### src/rtl/uart_rx.sv
// uart_rx: oversampling UART receiver; strobes each good word and pulses parity/framing errors.
module uart_rx #(
    parameter int DATA_BITS    = 8,
    parameter int CLKS_PER_BIT = 868,
    parameter int PARITY_EN    = 0,
    parameter int PARITY_ODD   = 0
) (
    input  logic                 clk,
    input  logic                 rst,
    input  logic                 Rx,
    input  logic                 BIST_Mode,
    output logic [DATA_BITS-1:0] Rx_Data,
    output logic                 Data_Rdy,
    output logic                 Parity_Err,
    output logic                 Framing_Err,
    output logic                 Rx_Busy
);
    localparam int TW = $clog2(CLKS_PER_BIT);
    localparam int IW = DATA_BITS > 1 ? $clog2(DATA_BITS) : 1;

    typedef enum logic [2:0] {IDLE, START, DATA, PARITY, STOP, WAIT_HIGH} state_t;

    state_t               state, state_n;
    logic [TW-1:0]        timer, timer_n;
    logic [IW-1:0]        idx, idx_n;
    logic [DATA_BITS-1:0] shreg, shreg_n;
    logic                 par_bad, par_bad_n;
    logic                 rdy_n, pe_n, fe_n;
    logic                 rx_m, rx_s, rx_p;
    logic                 mid, last;

    assign mid  = timer == TW'(CLKS_PER_BIT / 2 - 1);
    assign last = timer == TW'(CLKS_PER_BIT - 1);

    always_comb begin
        state_n   = state;
        timer_n   = timer + 1'b1;
        idx_n     = idx;
        shreg_n   = shreg;
        par_bad_n = par_bad;
        rdy_n     = 1'b0;
        pe_n      = 1'b0;
        fe_n      = 1'b0;
        case (state)
            IDLE: begin
                timer_n = '0;
                if (rx_p && !rx_s) begin
                    state_n   = START;
                    par_bad_n = 1'b0;
                end
            end
            START: if (mid) begin
                timer_n = '0;
                idx_n   = '0;
                state_n = rx_s ? IDLE : DATA;
            end
            DATA: if (last) begin
                timer_n = '0;
                shreg_n = {rx_s, shreg[DATA_BITS-1:1]};
                idx_n   = idx + 1'b1;
                if (idx == IW'(DATA_BITS - 1)) state_n = (PARITY_EN != 0) ? PARITY : STOP;
            end
            PARITY: if (last) begin
                timer_n   = '0;
                par_bad_n = rx_s != ((^shreg) ^ (PARITY_ODD != 0));
                state_n   = STOP;
            end
            // Sampling at mid stop bit frees the receiver for an immediate next start edge.
            STOP: if (last) begin
                timer_n = '0;
                rdy_n   = rx_s && !par_bad;
                pe_n    = rx_s && par_bad;
                fe_n    = !rx_s;
                state_n = rx_s ? IDLE : WAIT_HIGH;
            end
            WAIT_HIGH: begin
                timer_n = '0;
                if (rx_s) state_n = IDLE;
            end
            default: state_n = IDLE;
        endcase
        if (BIST_Mode) begin
            state_n = IDLE;
            timer_n = '0;
            rdy_n   = 1'b0;
            pe_n    = 1'b0;
            fe_n    = 1'b0;
        end
    end

    always_ff @(posedge clk) begin
        if (rst) begin
            {rx_m, rx_s, rx_p} <= 3'b111;
            state       <= IDLE;
            timer       <= '0;
            idx         <= '0;
            shreg       <= '0;
            par_bad     <= 1'b0;
            Rx_Data     <= '0;
            Data_Rdy    <= 1'b0;
            Parity_Err  <= 1'b0;
            Framing_Err <= 1'b0;
            Rx_Busy     <= 1'b0;
        end else begin
            {rx_m, rx_s, rx_p} <= {Rx, rx_m, rx_s};
            state       <= state_n;
            timer       <= timer_n;
            idx         <= idx_n;
            shreg       <= shreg_n;
            par_bad     <= par_bad_n;
            Rx_Data     <= rdy_n ? shreg : Rx_Data;
            Data_Rdy    <= rdy_n;
            Parity_Err  <= pe_n;
            Framing_Err <= fe_n;
            Rx_Busy     <= state_n != IDLE;
        end
    end
endmodule

### config.mk
export PLATFORM = sky130hd
export DESIGN_NAME = uart_rx
export DESIGN_NICKNAME = d
export VERILOG_FILES = /design/src/rtl/uart_rx.sv
export SDC_FILE = /design/constraint.sdc
export NUM_CORES = 1
export LEC_CHECK = 0
export CAP_MARGIN = 20
export CELL_PAD_IN_SITES_DETAIL_PLACEMENT = 1
export CELL_PAD_IN_SITES_GLOBAL_PLACEMENT = 1
export CORE_ASPECT_RATIO = 1.4
export CORE_MARGIN = 2
export CORE_UTILIZATION = 47
export CTS_CLUSTER_SIZE = 10
export DETAILED_ROUTE_END_ITERATION = 6
export HOLD_SLACK_MARGIN = 0.15
export PLACE_DENSITY_LB_ADDON = 0.2
export SLEW_MARGIN = 20
export SYNTH_ARGS = -nofsm -noshare
export SYNTH_HDL_FRONTEND = slang
export SYNTH_SLANG_ARGS = --single-unit
### constraint.sdc
create_clock -name clk -period 3.5 [get_ports clk]
set_clock_uncertainty 0.15 [all_clocks]
set_input_delay 0.7 -clock clk [delete_from_list [all_inputs] [get_ports clk]]
set_output_delay 0.7 -clock clk [all_outputs]
set_load 0.02 [all_outputs]
== Word level (Yosys, flattened, before mapping) ==
Index checks and enable logic that the tools add are counted.
Word-level totals
  word-level logic and storage cells: 70
  memory bits (read-only): 0
  memories kept: 0
  bits in registers: 40
  RAM bits: 0
  output and inout port bits: 12
  latch bits: 0
  input bits: 4
Cells by class
  bitwise logic cells: 2
  mux-type cells: 23
  multiply operators: 0
  add/subtract/negate cells: 2
  reduce and logical (&&, ||, !) cells: 17
  divide/modulo/power cells: 0
  eq/ne operators: 13
  shift operators: 0
  order comparisons: 0
Operators by type and width (number)
  3-bit two-way mux: 11
  10-bit case mux with 3 select lines: 1
  10-bit two-way mux: 2
  3-bit case mux with 6 select lines: 1
  10-bit by 1-bit adder with 10-bit output (second input constant): 1
  10-bit equality test (second input constant): 1
  10-bit by 9-bit equality test with 1-bit output (second input constant): 1
  3-bit equality test (second input constant): 3
  2-bit != test (second input constant): 4
  8-bit XOR reduction: 1
  3-bit by 2-bit equality test with 1-bit output (second input constant): 2
  3-bit case mux with 2 select lines: 1
  3-bit AND reduction: 2
  1-bit two-way mux: 5
  2-bit nonzero test: 2
  2-bit OR reduction: 2
  4-bit OR reduction: 1
  3-bit by 1-bit adder with 3-bit output (second input constant): 1
  3-bit by 1-bit equality test with 1-bit output (second input constant): 1
  1-bit logical AND: 3
  3-bit zero test: 1
  3-bit nonzero test: 1
  3-bit OR reduction: 1
  1-bit zero test: 2
  other kinds (5): 6

== Logic depth before layout (Yosys ltp) ==
  depth after elaboration: 6
  depth in mapped cells: 7
  gate-level depth less buffers: 7

== Least setup slack after synthesis ==
No wires, ideal clock.
  path type: register to register
  from: register timer[2]
  to: register shreg[7]
  setup time: 0.128 ns
  slack: 1.498 ns
  stages on the path, launching flop included: 8
  buffers on the path: 2
  required time: 3.222 ns
  data arrival time: 1.724 ns
  period minus slack after synthesis: 2.002 ns
  cell sequence: dfxtp_1 -> or3b_1 -> buf_2 -> nor3_4 -> and2_1 -> buf_6 -> mux2i_1 -> nor2_1
On the way
  longest elaborated chain between the ends: 2
RTL lines
  start: declaration: RTL line 24  | logic [TW-1:0] timer, timer_n;
  start signal: assignment: RTL line 107  | timer <= timer_n;
  10-bit equality test: RTL line 33  | assign last = timer == TW'(CLKS_PER_BIT - 1);
  2-bit AND reduction (no line)
  end signal: assignment: RTL line 109  | shreg <= shreg_n;
  end: declaration: RTL line 26  | logic [DATA_BITS-1:0] shreg, shreg_n;
Every way passes these cells.
A chain may end at the register's enable or synchronous reset.

== Worst setup path after layout ==
  from: register timer[2]
  to: register shreg[0]
Same word-level chain as after synthesis.

==> reports/qor.yml <==
layout:
  finish.utilization_pct: 57.4
  n_antenna_cell: 0
  drive_above_1_share_pct: 7.14
  layout_common_cells: "dfxtp_1 (40), nor2_1 (36), mux2i_1 (16)"
  nets: 217
  areaGrowthSynthToFinish_pct: 16.0
  final_common_cell: "dfxtp_1"
  fill_cells: 427
drt:
  drtIter0Drc: 32
  drc: 0
  drt_first_pass_iters: 4
  ant_nets: 0
  wl_per_cell_um: 15.5
  routed_via_density: 5.55
  wirelength_mm: 3.91
  vias: 1399
timing:
  finalSetupViolations: 0
  maxSlewViolCount: 0
  hold_violations: 0
  final.setup.tns_ns: 0
  period_share_pct: 67.5
  worstMarginPinSlew_ns: 0.548
  min_period_ns: 2.36
  max_freq_mhz: 423
  holdWs_ns: 0.273
  rsz0062_at_grt: "false"
  slew_headroom_pct: 63.4
logic_synthesis:
  synth.net_count: 203
  yosysSeqAreaShare_pct: 44.0
  syn_inst: 195
  synth_area_um2: 1820
  synth_top_cell_by_area: "dfxtp_1"
  yosysUniqueCellTypes: 42
  syn_area_per_cell_um2: 9.32
  synth_warnings: 0
  ys_ff_latch: 40
  synth.area.top_cells: "dfxtp_1 (44%), mux2i_1 (8.8%), nor2_1 (7.4%)"
  synth_top_area_share_pct: 44.0
grt:
  grt_pass1_wl_mm: 6.92
  gr-total-overflow: 0
  grt_start_max_net_pins: 20
  grt_pass1_vias: 1536
  grt_use_met3_pct: 5.50
  gr-usage-met1_pct: 19.3
  grt.met2_usage_pct: 39.5
  track_usage_pct: 20.5
  grt_antenna_before_repair: 0
  top_usage_layer: "met2"
clock_network:
  htree_levels: 2
  numCtsBuffers: 5
  holdBufCountCts: 0
  cts_setup_buffers: 0
  cts_resized: 0
  insertion_delay_ns: 0.30
  cts_num_sinks: 40
  cts_tree: "yes"
  root_buffer: "clkbuf_8"
  clockBufferDepth: 2
  path_clk_slew_ns: 0.08
min_path:
  hold_path_class: "reg2reg"
pwr:
  vdd_drop_max_mv: 0.361
  power.density_nw_per_um2: 420
  p_leak_nw: 0.782
setup_path:
  critPathLaunchType: "flop"
  cp_max_fo: 9
  cp.arrival_ns: 2.40
  ff2ff_setup_slack_ns: 1.14
  crit_path_end_kind: "flop"
  required_ns: 3.54
  crit_type: "reg2reg"
outcome:
  status: "finished, final reports clean"
die:
  ioPinCount: 16
  start_util_pct: 49.5
  die-area_um2: 4390
  rows: 26
  die_width_um: 56.6
  core_um2: 3680
  die_y_um: 77.6
placed_design:
  place_congestion: 0.819
  place_hpwl_mm: 3.05
  io_buffers: 15
run:
  max-cap-violations: 0
## flip-flops by register name, summed over array words and instances, names as in the netlist
signal / cells
Parity_Err: 1
Data_Rdy: 1
Framing_Err: 1
rx_m: 1
shreg: 8
rx_p: 1
state: 3
Rx_Busy: 1
par_bad: 1
rx_s: 1
Rx_Data: 8
timer: 10
idx: 3
## routing by layer
layer	wire, um	up-vias
met3	103	8
met2	2280	14
met1	1440	685
li1	-	692
met4	84	0
met5	0	-
## through the flow
step	setup slack, ns	total power [mW]	cell area (um^2)	cells
2_1_floorplan	1.50	0.483	1820	195
3_3_place_gp	1.23	0.490	1980	244
3_5_place_dp	1.14	0.490	1980	244
4_1_cts	1.13	0.898	2110	252
5_1_grt	0.963	0.919	2110	252
6_report	1.14	0.886	2110	252
## cells in the mapped netlist (all sizes together)
master	number
dfxtp	40
nor2	36
mux2i	16
nand2	13
nand3	10
xnor2	8
a21oi	6
nand2b	6
xor2	6
and2	5
clkbuf	5
buf	4
ha	4
nand4	3
nor3	3
or2	3
inv	2
nor3b	2
nor4	2
o2111ai	2
o211ai	2
o21ai	2
a211oi	1
and4	1
nand4b	1
nand4bb	1
nor2b	1
nor4bb	1
o21a	1
o22ai	1
o31a	1
o31ai	1
o32ai	1
or3	1
or3b	1
or4	1
xnor3	1
## cells by family after synthesis
| kind of cell | count (synthesis) | share of synthesized area, % |
|---|---|---|
| compound gates | 18 | 7.30 |
| flops | 40 | 44.0 |
| buf+inv | 11 | 2.89 |
| mux | 16 | 8.81 |
| xor+xnor | 15 | 7.98 |
| simple gates | 91 | 26.2 |
| fa+ha+maj | 4 | 2.75 |
## worst paths after layout
path,start,to,cells past startpoint
max,timer[2],shreg[0],5
min,rx_m,rx_s,1
max reg2reg,timer[2],shreg[0],5
min reg2reg,rx_m,rx_s,1
## cell type report
type | count | area [um^2] | area share (%)
clock inverter | 1 | 30.0 | 1.42
clock buffer | 7 | 96.3 | 4.57
timing repair buffer | 16 | 158 | 7.47
multi-input combinational | 144 | 965 | 45.7
inverter | 2 | 7.51 | 0.356
sequential | 40 | 801 | 38.0
tap | 42 | 52.6 | 2.49
## power breakdown
part / internal, mW / switching (mW) / total, mW
logic: 0.00916 / 0.0115 / 0.0206
registers: 0.457 / 0.00238 / 0.459
clock network: 0.251 / 0.155 / 0.407
total: 0.717 / 0.169 / 0.886
## worst max-delay path, cell delays in order (launching register included)
cell and delay [ns]:
dfxtp_1 0.37, or3b_1 0.50, nor3_4 0.42, and2_1 0.50
mux2i_1 0.26, nor2_1 0.06
Note: power is estimated with default switching activity, not from simulation.
